$ cat src/rtl/s2p_pkg.sv
// s2p_pkg: definitions shared by the s2p lane-alignment controller.
//   lane_state_e : per-lane alignment FSM state (HUNT, CHECK, LOCKED)
//   CNT_W        : width of the per-lane miss/COM/frame/error counters
//   DEF_COM      : default alignment (comma) symbol
//   DEF_LANES    : default number of s2p lanes
package s2p_pkg;

  localparam int unsigned CNT_W     = 4;
  localparam logic [7:0]  DEF_COM   = 8'hBC;
  localparam int unsigned DEF_LANES = 4;

  typedef enum logic [1:0] {
    HUNT   = 2'd0,
    CHECK  = 2'd1,
    LOCKED = 2'd2
  } lane_state_e;

endpackage

$ cat src/rtl/s2p_lane_sync.sv
// s2p_lane_sync: alignment FSM for one s2p lane.
// Hunts for COM, asks the s2p for a one-bit window slip after SLIP_AFTER
// non-COM bytes, locks after LOCK_COUNT consecutive COMs and then expects COM
// every FRAME_LEN bytes, dropping back to HUNT after ERR_MAX missing COMs.
// Optional feature macro: S2P_SYNC_STATS_EN (8-bit saturating loss counter).
// Ports:
//   clk_i, rst_i      clock, asynchronous active-high reset
//   enb_i             block enable; low forces HUNT
//   byte_valid_i      one strobe per received byte period
//   lane_byte_i[7:0]  this lane's recovered byte
//   bit_slip_o        one-cycle slip request
//   lane_sync_o       lane is LOCKED
//   loss_cnt_o[7:0]   LOCKED->HUNT transition count (0 when not built)
module s2p_lane_sync
  import s2p_pkg::*;
#(
  parameter logic [7:0]  COM        = DEF_COM,
  parameter int unsigned LOCK_COUNT = 4,
  parameter int unsigned SLIP_AFTER = 8,
  parameter int unsigned FRAME_LEN  = 4,
  parameter int unsigned ERR_MAX    = 3
) (
  input  logic       clk_i,
  input  logic       rst_i,
  input  logic       enb_i,
  input  logic       byte_valid_i,
  input  logic [7:0] lane_byte_i,
  output logic       bit_slip_o,
  output logic       lane_sync_o,
  output logic [7:0] loss_cnt_o
);

  lane_state_e      state_q, state_d;
  logic [CNT_W-1:0] miss_q, miss_d;
  logic [CNT_W-1:0] com_q, com_d;
  logic [CNT_W-1:0] fidx_q, fidx_d;
  logic [CNT_W-1:0] err_q, err_d;
  logic             slip_q, slip_d;
  logic             sync_q, sync_d;
  logic             lost;
  logic             is_com;

  assign is_com = (lane_byte_i == COM);

  always_comb begin
    state_d = state_q;
    miss_d  = miss_q;
    com_d   = com_q;
    fidx_d  = fidx_q;
    err_d   = err_q;
    slip_d  = 1'b0;
    lost    = 1'b0;
    if (!enb_i) begin
      state_d = HUNT;
      miss_d  = '0;
      com_d   = '0;
      fidx_d  = '0;
      err_d   = '0;
    end else if (byte_valid_i) begin
      unique case (state_q)
        HUNT: begin
          if (is_com) begin
            state_d = CHECK;
            com_d   = CNT_W'(1);
            miss_d  = '0;
          end else if (miss_q + CNT_W'(1) == CNT_W'(SLIP_AFTER)) begin
            slip_d = 1'b1;
            miss_d = '0;
          end else begin
            miss_d = miss_q + CNT_W'(1);
          end
        end
        CHECK: begin
          if (!is_com) begin
            // The breaking byte already counts as the first miss.
            state_d = HUNT;
            miss_d  = CNT_W'(1);
            com_d   = '0;
          end else if (com_q + CNT_W'(1) == CNT_W'(LOCK_COUNT)) begin
            // The locking COM sits at frame index 0, so the next byte is index 1.
            state_d = LOCKED;
            com_d   = '0;
            fidx_d  = CNT_W'(1);
            err_d   = '0;
          end else begin
            com_d = com_q + CNT_W'(1);
          end
        end
        LOCKED: begin
          fidx_d = (fidx_q == CNT_W'(FRAME_LEN - 1)) ? '0 : fidx_q + CNT_W'(1);
          if (fidx_q == '0) begin
            if (is_com) begin
              err_d = '0;
            end else if (err_q + CNT_W'(1) == CNT_W'(ERR_MAX)) begin
              state_d = HUNT;
              miss_d  = '0;
              com_d   = '0;
              fidx_d  = '0;
              err_d   = '0;
              lost    = 1'b1;
            end else begin
              err_d = err_q + CNT_W'(1);
            end
          end
        end
        default: state_d = HUNT;
      endcase
    end
    sync_d = (state_d == LOCKED);
  end

  always_ff @(posedge clk_i or posedge rst_i) begin
    if (rst_i) begin
      state_q <= HUNT;
      miss_q  <= '0;
      com_q   <= '0;
      fidx_q  <= '0;
      err_q   <= '0;
      slip_q  <= 1'b0;
      sync_q  <= 1'b0;
    end else begin
      state_q <= state_d;
      miss_q  <= miss_d;
      com_q   <= com_d;
      fidx_q  <= fidx_d;
      err_q   <= err_d;
      slip_q  <= slip_d;
      sync_q  <= sync_d;
    end
  end

  assign bit_slip_o  = slip_q;
  assign lane_sync_o = sync_q;

`ifdef S2P_SYNC_STATS_EN
  logic [7:0] loss_q, loss_d;

  // Saturates at 8'hFF; ENB deliberately leaves it untouched.
  always_comb begin
    loss_d = loss_q;
    if (lost && (loss_q != 8'hFF)) begin
      loss_d = loss_q + 8'd1;
    end
  end

  always_ff @(posedge clk_i or posedge rst_i) begin
    if (rst_i) begin
      loss_q <= 8'h00;
    end else begin
      loss_q <= loss_d;
    end
  end

  assign loss_cnt_o = loss_q;
`else
  logic unused_lost;
  assign unused_lost = lost;
  assign loss_cnt_o  = 8'h00;
`endif

endmodule

$ cat src/rtl/s2p_sync_ctrl.sv
// s2p_sync_ctrl: lane-alignment controller after the 4-lane s2p converter.
// One s2p_lane_sync per lane; this level forms all_sync and registers the
// aligned parallel bytes for the downstream byte logic.
// Optional feature macro: S2P_SYNC_STATS_EN (per-lane sync-loss counters).
// Ports:
//   CLK, reset          clock, asynchronous active-high reset
//   ENB                 block enable; low forces every lane to HUNT
//   byte_valid          one strobe per received byte period
//   lane_data[8L-1:0]   parallel bytes, lane i at [8i+7:8i]
//   bit_slip[L-1:0]     per-lane one-cycle slip requests
//   lane_sync[L-1:0]    per-lane locked
//   all_sync            every lane locked
//   data_out[8L-1:0]    registered lane_data, zero unless all_sync
//   valid_out           data_out valid
//   loss_cnt[8L-1:0]    per-lane sync-loss counters (0 when not built)
module s2p_sync_ctrl
  import s2p_pkg::*;
#(
  parameter int unsigned LANES      = DEF_LANES,
  parameter logic [7:0]  COM        = DEF_COM,
  parameter int unsigned LOCK_COUNT = 4,
  parameter int unsigned SLIP_AFTER = 8,
  parameter int unsigned FRAME_LEN  = 4,
  parameter int unsigned ERR_MAX    = 3
) (
  input  logic                 CLK,
  input  logic                 reset,
  input  logic                 ENB,
  input  logic                 byte_valid,
  input  logic [8*LANES-1:0]   lane_data,
  output logic [LANES-1:0]     bit_slip,
  output logic [LANES-1:0]     lane_sync,
  output logic                 all_sync,
  output logic [8*LANES-1:0]   data_out,
  output logic                 valid_out,
  output logic [8*LANES-1:0]   loss_cnt
);

  for (genvar i = 0; i < LANES; i++) begin : g_lane
    s2p_lane_sync #(
      .COM        (COM),
      .LOCK_COUNT (LOCK_COUNT),
      .SLIP_AFTER (SLIP_AFTER),
      .FRAME_LEN  (FRAME_LEN),
      .ERR_MAX    (ERR_MAX)
    ) u_lane (
      .clk_i        (CLK),
      .rst_i        (reset),
      .enb_i        (ENB),
      .byte_valid_i (byte_valid),
      .lane_byte_i  (lane_data[8*i +: 8]),
      .bit_slip_o   (bit_slip[i]),
      .lane_sync_o  (lane_sync[i]),
      .loss_cnt_o   (loss_cnt[8*i +: 8])
    );
  end

  assign all_sync = &lane_sync;

  logic [8*LANES-1:0] data_q, data_d;
  logic               valid_q, valid_d;

  always_comb begin
    data_d  = data_q;
    valid_d = 1'b0;
    if (!ENB || !all_sync) begin
      data_d = '0;
    end else if (byte_valid) begin
      data_d  = lane_data;
      valid_d = 1'b1;
    end
  end

  always_ff @(posedge CLK or posedge reset) begin
    if (reset) begin
      data_q  <= '0;
      valid_q <= 1'b0;
    end else begin
      data_q  <= data_d;
      valid_q <= valid_d;
    end
  end

  // Gate with the registered all_sync so the outputs read zero from the very
  // cycle sync is lost, even if the byte on the losing strobe was captured.
  assign data_out  = data_q & {(8*LANES){all_sync}};
  assign valid_out = valid_q & all_sync;

endmodule

$ cat config.mk
export PLATFORM = sky130hd
export DESIGN_NAME = s2p_sync_ctrl
export DESIGN_NICKNAME = d
export VERILOG_FILES = /design/src/rtl/s2p_pkg.sv /design/src/rtl/s2p_lane_sync.sv /design/src/rtl/s2p_sync_ctrl.sv
export SDC_FILE = /design/constraint.sdc
export NUM_CORES = 1
export LEC_CHECK = 0
export BUFFER_PORTS_ARGS = -buffer_cell sky130_fd_sc_hd__buf_2
export CAP_MARGIN = 30
export CORE_ASPECT_RATIO = 1.1
export CORE_MARGIN = 2
export CORE_UTILIZATION = 55
export CTS_BUF_LIST = sky130_fd_sc_hd__clkbuf_4 sky130_fd_sc_hd__clkbuf_8
export DETAILED_ROUTE_END_ITERATION = 10
export PLACE_DENSITY = 0.8
export SLEW_MARGIN = 10
export SYNTH_ARGS = -nofsm -noshare
export SYNTH_HDL_FRONTEND = slang
export SYNTH_HIERARCHICAL = 1
export SYNTH_SLANG_ARGS = --single-unit
$ cat constraint.sdc
create_clock -name CLK -period 2.2 [get_ports CLK]
set_clock_uncertainty 0.05 [all_clocks]
set_input_delay 0.44 -clock CLK [delete_from_list [all_inputs] [get_ports CLK]]
set_output_delay 0.44 -clock CLK [all_outputs]
set_load 0.005 [all_outputs]
==> summary.txt <==
Outcome
  • Outcome: complete, no violations

Power and ir drop
  • Pint: 3.60 mW
  • Comb pwr share: under 10%
  • Net Switching: 1.18 mW
  • Sequential power share: 44.7%
  • Clk pwr share: between 40% and 50%
  • Leak: 4.76 nW
  • Peak VDD IR: 0.000354 V
  • Pwr Density: just under 500 nW/um^2
  • Sw Ratio: 24.7%

GRT
  • Overflow after GRT: 0
  • First-pass GRT wire length: 34700 um
  • Vias in the first global route: 7198
  • Largest net degree at the start of global routing: 36
  • Initial antenna violation count: 0
  • Total Routing Usage GR: 26.8%

Detailed routing
  • Initial DRC count: 639
  • Vias/cell: 5.97
  • Via Count: 7452
  • ANT nets after route: 0
  • WL/cell: 17.0 um
  • Pre-Repair DR Iteration Count: 6
  • WL final: 21200 um
  • Remaining DRCs: 0

Worst setup path
  • CP max FO: 5
  • Critical path class: flop to flop
  • Critical Path AT: between 2 and 2.5 ns
  • Critical Path End Type: flop
  • Critical Path RT: 2.48 ns
  • Critical Path Start Type: flop

STA
  • Max-slew headroom: 57.9%
  • Fmax: 463 MHz
  • Final Cycle Share: 98.2%
  • Final setup vio count: 0
  • Pins over their slew limit: 0
  • Final setup margin: roughly 0.039 ns
  • Fin. Hold Viols: 0
  • Fin crit period: 2.16 ns
  • TNS Setup: 0 ns
  • RSZ-0062 raised after global routing: yes
  • Worst-Margin Slew: 0.631 ns

Placement
  • Final GP Congestion: approximately 0.9
  • Port bufs: 77
  • Worst slack at placement: -0.101 ns
  • Hpwl dp: 14800 um

Clocking
  • Clk pin slew, worst setup/hold paths: around 0.070 ns
  • Clock latency on the worst-skew pair: 0.44 ns
  • CTS Buf Count: 17
  • H-tree levels: 4
  • Clk buf depth: 2
  • CTS sink cnt: 113
  • CTS tree: done
  • Cts-stage hold buffer count: 0
  • CTS Root Cell: clkbuf_8

Hold path
  • Tightest Hold Check Type: input port to async pin

Logic synthesis
  • Register area share after synthesis: 34.3%
  • Post-synth EDFFs: 0
  • Yosys reg bits: 113
  • Library cells used by synthesis: 75
  • Mapped Area: 8240 sq um
  • Ys async rst share: 100%
  • Syn avg cell area: between 9 and 10 sq um
  • Ys flop type: dfrtp_1
  • Syn Inst Count: 883
  • Synth warn: 6

Floorplan
  • Die area: 16000 sq um
  • IO Pins: 110
  • Row cnt: 46
  • Die X: 121 um
  • Die Y: 132 um
  • Starting Density: around 57%
  • Area of the core: between 10000 and 15000 sq um

Cells and area
  • Area of the multi-input gates: approximately 5000 sq um
  • Number of diodes: 0
  • Area Growth Syn to Fin: 19.6%
  • Most frequent cells in the layout: dfrtp_1 (109), buf_4 (96), nand2_1 (91)
  • Post-layout net count: roughly 1100
  • Commonest non-fill, non-tap cell in the layout: dfrtp_1
  • Sequential Area: 2830 sq um
  • Layout cell share with drive strength beyond 1: 28.9%
  • Layout fillers: 1091

Run
  • MaxCap Viol Count: 0
[path summary, 6_finish.rpt]
check / startpoint / to / slack, ns / cells past startpoint
max: g_lane[0].u_lane/com_q[1] / g_lane[0].u_lane/fidx_q[3] / 0.04 / 6
min: reset / g_lane[3].u_lane/miss_q[0] / 0.03 / 3
max reg2reg: g_lane[0].u_lane/com_q[1] / g_lane[0].u_lane/fidx_q[3] / 0.04 / 6
min reg2reg: g_lane[1].u_lane/err_q[3] / g_lane[1].u_lane/err_q[3] / 0.45 / 1
max in group asynchronous: reset / data_q[11] / 1.46 / 3
min in group CLK: lane_data[27] / data_q[27] / 0.27 / 3
[cell usage after synthesis, drive strengths merged (7+ instances only)]
library cell | n | share of area (%)
a21oi | 26 | 1.7
o211ai | 14 | 1.3
o41ai | 12 | 1.8
o21ai | 52 | 3.5
nand3b | 9 | 0.82
nor4 | 13 | 1.6
dfrtp | 113 | 34
nand2b | 10 | 0.76
mux2i | 38 | 4.6
nand4 | 16 | 1.4
nand3 | 36 | 2.4
nor3 | 40 | 2.4
or4 | 7 | 0.82
or3 | 8 | 0.61
and2 | 48 | 3.8
nor2b | 16 | 1.2
o31ai | 14 | 1.3
inv | 40 | 1.9
clkbuf | 12 | 0.55
ha | 48 | 7.3
a31oi | 12 | 0.91
nor2 | 47 | 2.1
nand2 | 92 | 4.2
buf | 48 | 4.9
o21a | 9 | 0.82
[power groups by stage]
stage          Clock (mW)  Combinational (mW)  Sequential (mW)
3_3_place_gp            0               0.397             2.17
2_1_floorplan           0               0.286             2.17
3_5_place_dp            0               0.411             2.17
4_1_cts              2.24               0.415             2.13
5_1_grt              2.34               0.464             2.14
6_report             2.22               0.421             2.14
[sequential cells by signal (all words and copies together) (netlist names)]
signal,count
g_lane.u_lane/bit_slip_o,4
g_lane.u_lane/err_q,16
g_lane.u_lane/miss_q,16
valid_q,1
g_lane.u_lane/lane_sync_o,4
g_lane.u_lane/com_q,16
g_lane.u_lane/fidx_q,16
g_lane.u_lane/state_q,8
data_q,32
[routing by layer]
metal	wire, um	track usage [%]
met1	8830	33.7
met2	10500	45.7
met3	1280	5.15
met4	556	10.2
met5	0	0
[critical path, stage by stage, from the launching register on]
cell,delay [ns]
dfrtp_1,0.43
ha_1,0.25
nand2b_1,0.15
o211ai_1,0.26
nand3_2,0.19
o311a_1,0.41
a211o_1,0.30
[timing repair]
| item | CTS | global route |
|---|---|---|
| setup buffers | 2 | 10 |
| resized for setup | 5 | 44 |
| setup endpoints to repair | 6 | 37 |
| pin swaps | 2 | 12 |
[kinds of logic (layout without fill, tap and decap cells)]
kind of cell    count (synthesis)  after routing  share of synthesized area, %
other cells                     4             32                         0.182
fa+ha+maj                      48             48                          7.29
simple gates                  369            369                          25.8
buf+inv                       103            249                          8.44
flops                         113            113                          34.3
xor+xnor                        3              3                         0.319
compound gates                202            202                          18.6
mux                            41             41                          5.02
[cell type report]
cell class | count | area share [%]
Clock inverter | 11 | 1.60
Multi-Input combinational cell | 695 | 50.8
Timing Repair Buffer | 177 | 11.9
Tap cell | 192 | 2.44
Inverter | 40 | 1.57
Clock buffer | 21 | 2.93
Sequential cell | 113 | 28.7
[per-stage QoR]
step | power (mW) | instance area, sq um | hold slack (ns) | utilization (%) | instances
after floorplan | 2.45 | 8350 | 0.354 | - | 911
after global placement | 2.57 | 9140 | 0.432 | 62.7 | 1206
after detailed placement | 2.58 | 9140 | 0.443 | 62.7 | 1206
after CTS | 4.79 | 9620 | 0.0246 | 66.1 | 1240
after global routing | 4.95 | 9860 | 0.0384 | 67.7 | 1249
final | 4.78 | 9860 | 0.0333 | 67.7 | 1249
Note: power is estimated with default switching activity, not from simulation.
